$ cat src/rtl/blake2_ctrl_pkg.sv
// Types and constants shared by the Blake2 block-packing controller and its digest readout path.
package blake2_ctrl_pkg;

    typedef enum logic [1:0] {
        IDLE = 2'd0,
        WAIT = 2'd1,
        SEND = 2'd2
    } rd_state_t;

    localparam int DEF_BUS_WIDTH    = 32;
    localparam int DEF_DIGEST_WIDTH = 512;
    localparam int DEF_BLOCK_WIDTH  = 1024;

    // Number of bus words needed to carry len_bytes bytes (rounded up).
    function automatic int words_for(input int len_bytes, input int bytes_per_word);
        return (len_bytes + bytes_per_word - 1) / bytes_per_word;
    endfunction

endpackage

$ cat src/rtl/digest_timeout_wdt.sv
// Watchdog for the digest wait: counts enabled cycles and flags expiry on the TIMEOUT_CYCLES-th.
// Expire is combinational from the count; clear has priority over counting.
module digest_timeout_wdt #(
    parameter int TIMEOUT_CYCLES = 4096
) (
    input  logic clk,
    input  logic reset,
    input  logic clear,
    input  logic enable,
    output logic expire
);

    localparam int CW = $clog2(TIMEOUT_CYCLES + 1);

    logic [CW-1:0] cnt;

    assign expire = enable && (cnt == CW'(TIMEOUT_CYCLES - 1));

    always_ff @(posedge clk) begin
        if (reset || clear) begin
            cnt <= '0;
        end else if (enable && !expire) begin
            cnt <= cnt + CW'(1);
        end
    end

endmodule

$ cat src/rtl/digest_reader.sv
// Latches the Blake2 digest on a fresh digest_valid rise after final_in and streams it as BUS_WIDTH words.
// Latency: first word one cycle after the captured rise; then one word per cycle.
// Backpressure: dout/keep/last hold while dout_ready is low. Watchdog under DIGEST_READER_TIMEOUT_EN.
module digest_reader
    import blake2_ctrl_pkg::*;
#(
    parameter int BUS_WIDTH      = DEF_BUS_WIDTH,
    parameter int DIGEST_WIDTH   = DEF_DIGEST_WIDTH,
    parameter int TIMEOUT_CYCLES = 4096
) (
    input  logic                              clk,
    input  logic                              reset,
    input  logic                              final_in,
    input  logic [$clog2(DIGEST_WIDTH/8):0]   digest_len,
    input  logic                              digest_valid,
    input  logic [DIGEST_WIDTH-1:0]           digest,
    output logic [BUS_WIDTH-1:0]              dout,
    output logic                              dout_valid,
    input  logic                              dout_ready,
    output logic                              dout_last,
    output logic [BUS_WIDTH/8-1:0]            dout_keep,
    output logic                              busy,
    output logic                              overrun,
    output logic                              timeout
);

    localparam int DB  = DIGEST_WIDTH / 8;
    localparam int BPW = BUS_WIDTH / 8;
    localparam int NW  = DIGEST_WIDTH / BUS_WIDTH;
    localparam int LW  = $clog2(DB) + 1;
    localparam int CW  = $clog2(NW) + 1;

    rd_state_t               state;
    logic [LW-1:0]           len_q;
    logic [CW-1:0]           wcnt;
    logic [CW-1:0]           nwords_q;
    logic [DIGEST_WIDTH-1:0] dig_q;
    logic                    dv_q;

    logic                    dv_rise;
    logic                    xfer;
    logic                    wdt_expire;
    logic [LW-1:0]           len_clamped;
    logic [CW-1:0]           nw_calc;

    logic [DIGEST_WIDTH-1:0] src_dig;
    logic [CW-1:0]           src_idx;
    logic [CW-1:0]           src_nw;
    logic [BUS_WIDTH-1:0]    nxt_dout;
    logic [BPW-1:0]          nxt_keep;
    logic                    nxt_last;

    assign dv_rise     = digest_valid && !dv_q;
    assign xfer        = dout_valid && dout_ready;
    assign len_clamped = (digest_len == '0 || int'(digest_len) > DB) ? LW'(DB) : digest_len;
    assign nw_calc     = CW'(words_for(int'(len_q), BPW));

    // Next word to present: word 0 straight from the engine on capture, else the following shadow word.
    always_comb begin
        src_dig = dig_q;
        src_idx = wcnt + CW'(1);
        src_nw  = nwords_q;
        if (state == WAIT) begin
            src_dig = digest;
            src_idx = '0;
            src_nw  = nw_calc;
        end
        nxt_dout = '0;
        nxt_keep = '0;
        for (int b = 0; b < BPW; b++) begin
            if (int'(src_idx) * BPW + b < int'(len_q)) begin
                nxt_keep[b]          = 1'b1;
                nxt_dout[b*8 +: 8]   = src_dig[(int'(src_idx) * BPW + b) * 8 +: 8];
            end
        end
        nxt_last = (src_idx == src_nw - CW'(1));
    end

`ifdef DIGEST_READER_TIMEOUT_EN
    digest_timeout_wdt #(
        .TIMEOUT_CYCLES(TIMEOUT_CYCLES)
    ) u_wdt (
        .clk    (clk),
        .reset  (reset),
        .clear  (state != WAIT),
        .enable (state == WAIT),
        .expire (wdt_expire)
    );
`else
    // No watchdog: WAIT is left only on a digest rise or reset.
    assign wdt_expire = (TIMEOUT_CYCLES < 0);
`endif

    always_ff @(posedge clk) begin
        if (reset) begin
            state      <= IDLE;
            len_q      <= '0;
            wcnt       <= '0;
            nwords_q   <= '0;
            dig_q      <= '0;
            dv_q       <= 1'b0;
            dout       <= '0;
            dout_valid <= 1'b0;
            dout_last  <= 1'b0;
            dout_keep  <= '0;
            busy       <= 1'b0;
            overrun    <= 1'b0;
            timeout    <= 1'b0;
        end else begin
            dv_q    <= digest_valid;
            overrun <= 1'b0;
            timeout <= 1'b0;
            case (state)
                IDLE: begin
                    if (final_in) begin
                        state <= WAIT;
                        len_q <= len_clamped;
                        wcnt  <= '0;
                        busy  <= 1'b1;
                    end
                end
                WAIT: begin
                    overrun <= final_in;
                    if (dv_rise) begin
                        state      <= SEND;
                        dig_q      <= digest;
                        nwords_q   <= nw_calc;
                        wcnt       <= '0;
                        dout       <= nxt_dout;
                        dout_keep  <= nxt_keep;
                        dout_last  <= nxt_last;
                        dout_valid <= 1'b1;
                    end else if (wdt_expire) begin
                        state   <= IDLE;
                        busy    <= 1'b0;
                        timeout <= 1'b1;
                    end
                end
                SEND: begin
                    overrun <= final_in && !(xfer && dout_last);
                    if (xfer) begin
                        wcnt <= wcnt + CW'(1);
                        if (dout_last) begin
                            dout       <= '0;
                            dout_keep  <= '0;
                            dout_last  <= 1'b0;
                            dout_valid <= 1'b0;
                            // A final_in coinciding with the last handshake starts the next readout.
                            if (final_in) begin
                                state <= WAIT;
                                len_q <= len_clamped;
                                wcnt  <= '0;
                            end else begin
                                state <= IDLE;
                                busy  <= 1'b0;
                            end
                        end else begin
                            dout      <= nxt_dout;
                            dout_keep <= nxt_keep;
                            dout_last <= nxt_last;
                        end
                    end
                end
                default: begin
                    state <= IDLE;
                    busy  <= 1'b0;
                end
            endcase
        end
    end

endmodule

$ cat config.mk
export PLATFORM = sky130hd
export DESIGN_NAME = digest_reader
export DESIGN_NICKNAME = d
export VERILOG_FILES = /design/src/rtl/blake2_ctrl_pkg.sv /design/src/rtl/digest_timeout_wdt.sv /design/src/rtl/digest_reader.sv
export SDC_FILE = /design/constraint.sdc
export NUM_CORES = 2
export LEC_CHECK = 0
export BUFFER_PORTS_ARGS = -buffer_cell sky130_fd_sc_hd__buf_2
export CORE_MARGIN = 5
export CORE_UTILIZATION = 54
export DETAILED_ROUTE_END_ITERATION = 8
export PLACE_DENSITY = 0.79
export SKIP_LAST_GASP = 1
export SLEW_MARGIN = 20
export SYNTH_ARGS = -nofsm -noshare
export SYNTH_HDL_FRONTEND = slang
export SYNTH_SLANG_ARGS = --single-unit
export TNS_END_PERCENT = 5
$ cat constraint.sdc
create_clock -name clk -period 4.6 [get_ports clk]
set_clock_uncertainty 0.2 [all_clocks]
set_input_delay 0.46 -clock clk [delete_from_list [all_inputs] [get_ports clk]]
set_output_delay 0.46 -clock clk [all_outputs]
set_load 0.005 [all_outputs]
==> results by stage <==
Route:
- The first detailed-routing pass took 9 iterations.
- The detail route stage leaves a number of antenna-violating nets equal to 0.
- Using the TritonRoute via totals, the vias-per-cell ratio works out to between 6 and 7.
- The routed design has about 120 mm of wire.
- After detailed routing, the average wire length per cell comes to around 25 um.
- The DRC violation count after routing is 15.
- The count of routing violations after the opening detailed-route iteration is 4595.
- For this block, the via count after detailed routing is around 28000.

Timing:
- Setup repair after global routing left no endpoint under its margin.
- The number of max-slew violations in the final report is 0.
- For this run, the top clock speed supported by timing is approximately 250 MHz.
- At the pin with the least slew margin, the transition time is ~1100 ps.
- Setup violations remaining at the end of the flow were counted as 0.
- The max-slew headroom at the worst pin is roughly a quarter.
- After routing, the total negative slack on setup checks comes to 0 ps.
- The final cycle utilization of the critical path is between 80 and 90%.
- The number of endpoints with negative hold slack in the final report is 0.
- The shortest clock period the worst path allows after layout is 4058 ps.

Floorplan:
- Measured along the y axis, the die boundary spans 223.2 um.
- The number of placed I/O pins is about 570.
- The overall die area is about 50000 um2.
- The number of core rows is 78.
- After floorplanning, the core was sized to cover ~45000 um2.
- The starting density of the core is 54.33%.
- The horizontal die dimension is about 220 um.

Clock tree:
- The clock tree from TritonCTS is built.
- The buffer levels on the longest clock path is 3.
- The clock transition time at the flip-flop clock pins of the worst setup and hold paths is ~60 ps.
- The clock net sink count is around 570.
- The number of buffers created by CTS is between 50 and 60.
- The number of buffers added for setup after CTS is 0.
- The H-tree was split into 2 levels.
- The later-pin clock latency in the skew report is 620 ps.
- The number of gates resized after CTS is 0.
- The hold-fix buffer count after cts is 521.
- The CTS root buffer is clkbuf_16.

Layout:
- The number of inserted filler cells in the final layout is 2700.
- The final layout contains about 4400 nets.
- The share of cells above drive strength 1 is about a fifth.
- The area growth from synthesis to layout is 41.60%.
- Leaving out filler cells and counting taps, the final layout contains 4535.

Logic synthesis:
- The number of flops mapped to enable cells by yosys is 0.
- The number of nets handed over by synthesis was 3469.
- Summing every instance area after synthesis gives between 20000 and 25000 um2.
- The cell type with the highest aggregate area in the netlist is dfxtp_1.
- The synthesized netlist devotes less than 1% of its cell area to adder and majority cells.
- Summing the areas of all and, or, nand and nor instances in the mapped netlist gives about 20% of the synthesized area.
- The number of distinct library cells after synthesis is 54.
- The largest family of logic cells by synthesized area is simple AND/OR/NAND/NOR gates.
- The register area share after synthesis is a little under half.
- In the post-synthesis netlist, the biggest area contributors are dfxtp_1 47%, nand2_1 17%, a21oi_1 11%.
- Of the total synthesized cell area, the portion taken by XOR and XNOR cells is less than 1%.
- The fraction of the mapped netlist area in compound gates is between 10% and 20%.
- The flip-flop and latch count after synthesis is 572.
- Of the post-synthesis cell area, the part taken by muxes is 13.48%.
- In this run the mean area of a mapped cell was between 8 and 9 um2.
- Among all flip-flop cells after synthesis, the most frequent one is dfxtp_1.
- The share of synthesized area in the top cell type comes to a little under half.
- The count of synthesis-stage warnings from yosys is 0.
- The share of async-settable or async-resettable flops after synthesis is 0%.
- Synthesis produced between 2000 and 3000 cells.

Critical path:
- The worst setup path is captured at a flip-flop.
- The reg2reg setup slack is around 540 ps.
- The required time of the critical path is roughly 5000 ps.
- The reg-to-reg critical path endpoint is dout[9].
- STA classifies the critical path startpoint as a flip-flop.
- The classification of the worst setup path is reg -> reg.
- The beginning of the worst register-to-register path is wcnt[0].
- The data arrival time of the worst path is 4410 ps.
- Of all nets on the critical path, the largest fanout is 36.
- The start point of the critical path is wcnt[0].
- The cell count of the worst reg-to-reg path is 9.

Global route:
- The global-route wire length before repair is between 150 and 200 mm.
- The via count of the first global-routing pass is approximately 28000.
- The initial antenna violation count is 26.
- The aggregate global-route resource usage is roughly 44%.
- Entering global routing, the biggest net connects between 100 and 150 pins.
- The total overflow left after global routing is 0.

Hold path:
- The min-delay analysis places its worst path in the category in -> reg.
- For hold timing, the worst endpoint is len_q[0].
- The instance count along the most critical hold path is 3.
- In this run the most critical hold path is launched from digest_len[6].

Power and ir drop:
- The power density over the cells is ~420 nW/um2.
- The worst-case IR drop observed on VDD is around 0.30 mV.
- In this run the static leakage power is 13.19 nW.

Status:
- The final reports fail on DRC.
- The flow ran to the end, but the final reports show violations.

Placed design:
- Port buffering added 563 buffers.
- After legalization and detailed placement, the total HPWL measured between 60 and 70 mm.
- Counting tap cells, the placed design contains a total of approximately 3900 instances.
- The global placer's final weighted congestion is slightly below 1.

Job:
- Across the run, the number of max-cap violations was 0.
-- power by group --
| group | switching, mW | internal, mW | leakage (nW) |
|---|---|---|---|
| Sequential | 0.381 | 5.45 | 4.63 |
| Combinational | 2.46 | 1.59 | 7.63 |
| Clock | 2.07 | 2.80 | 0.933 |
| Total | 4.91 | 9.84 | 13.2 |
-- worst max-delay path, stage by stage, from the launching register on --
cell and delay (ps):
dfxtp_4 700, and3_1 490, mux2i_4 320, inv_2 70, ha_1 300, o21ai_0 220, o21a_1 160, o2111ai_1 450
nor2_1 790, a32o_1 300
-- synth_stat cells, types with 2 or more instances --
master,instances
o211ai_1,13
mux2_2,8
buf_4,5
ha_1,12
nand2_1,1123
nand4b_1,7
o22ai_1,9
a211oi_1,8
clkbuf_1,159
dfxtp_1,572
nand3_1,23
nand2b_1,7
and3_1,4
buf_1,12
nand4_1,2
xnor2_1,12
nand3b_1,2
nor2b_1,24
inv_1,19
a31oi_1,2
nor2_1,24
or4_1,8
o21ai_0,11
buf_6,3
o221ai_1,7
or2_2,3
a32o_1,24
mux2i_1,65
nor3_1,7
a32oi_1,7
xor2_1,4
mux4_2,113
buf_2,59
a21oi_1,555
-- layout by cell type, fill, tap and decap left out, types with 3 or more instances in the layout --
cell,count
dlygate4sd3_1,521
o22ai_1,9
clkinv_2,5
o21ai_0,11
buf_12,12
nor2_1,23
a211oi_1,8
mux2_2,8
bufinv_16,5
inv_1,19
xnor2_1,11
dfxtp_1,571
diode_2,22
mux4_2,113
a32oi_1,7
clkbuf_8,13
clkbuf_1,16
and3_1,4
clkbuf_16,58
nand4b_1,7
or4_1,8
buf_4,21
nand2b_1,7
o221ai_1,7
a21oi_1,554
a32o_1,24
o211ai_1,13
buf_2,562
nand3_1,23
nand2_1,1122
xor2_1,3
ha_1,10
or2_2,3
nor3_1,7
mux2i_1,65
nor2b_1,23
-- final cells by class --
cell class                 count  area (um2)  share of cell area [%]
multi-input combinational   2103       12080                   34.74
inverter                      20       75.07                  0.2160
clock inverter                13       209.0                  0.6011
sequential                   572       11450                   32.95
timing repair buffer        1118        8452                   24.31
tap                          600       750.7                   2.160
antenna                       22       55.05                  0.1584
clock buffer                  87        1690                   4.863
-- per-stage QoR --
stage	hold slack, ps	cell area, um2	worst slack [ps]	power, mW	util [%]
6_report	40.87	34760	541.9	14.74	76.93
2_1_floorplan	232.9	24550	1299	8.071	-
3_3_place_gp	238.5	27590	753.0	9.202	61.06
4_1_cts	2.379	34700	568.4	14.34	76.80
3_5_place_dp	244.3	27590	584.3	9.303	61.06
5_1_grt	27.17	34750	401.5	15.17	76.90
-- layer usage --
layer	wire [um]	global-route usage [%]	vias up
li1	-	-	11800
met1	38320	51.03	12900
met2	50580	67.14	2479
met3	15650	16.30	791
met4	10420	30.63	12
met5	84	0	-
-- how the worst max path moves through the flow --
stage,to,cells past startpoint,slack (ps)
after global routing,dout[9],9,400
after global placement,dout[9],9,750
after CTS,dout[9],9,570
after floorplan,dout[29],12,1300
after detailed placement,dout[9],9,580
final,dout[9],9,540
-- logic make-up (layout without fill, tap and decap cells) --
| kind of cell | count (synthesis) | after routing |
|---|---|---|
| buf+inv | 258 | 1238 |
| simple gates | 1237 | 1237 |
| other cells | 1 | 23 |
| fa+ha+maj | 12 | 12 |
| xor+xnor | 17 | 17 |
| mux | 187 | 187 |
| flops | 572 | 572 |
| compound gates | 649 | 649 |
-- flip-flops by register name, summed over array words and instances, names as in the netlist --
register    cells
dout           32
dv_q            1
nwords_q        5
dout_valid      1
dig_q         512
dout_last       1
overrun         1
wcnt            5
len_q           7
dout_keep       4
state           2
busy            1
Power figures use the tool's default switching activity.
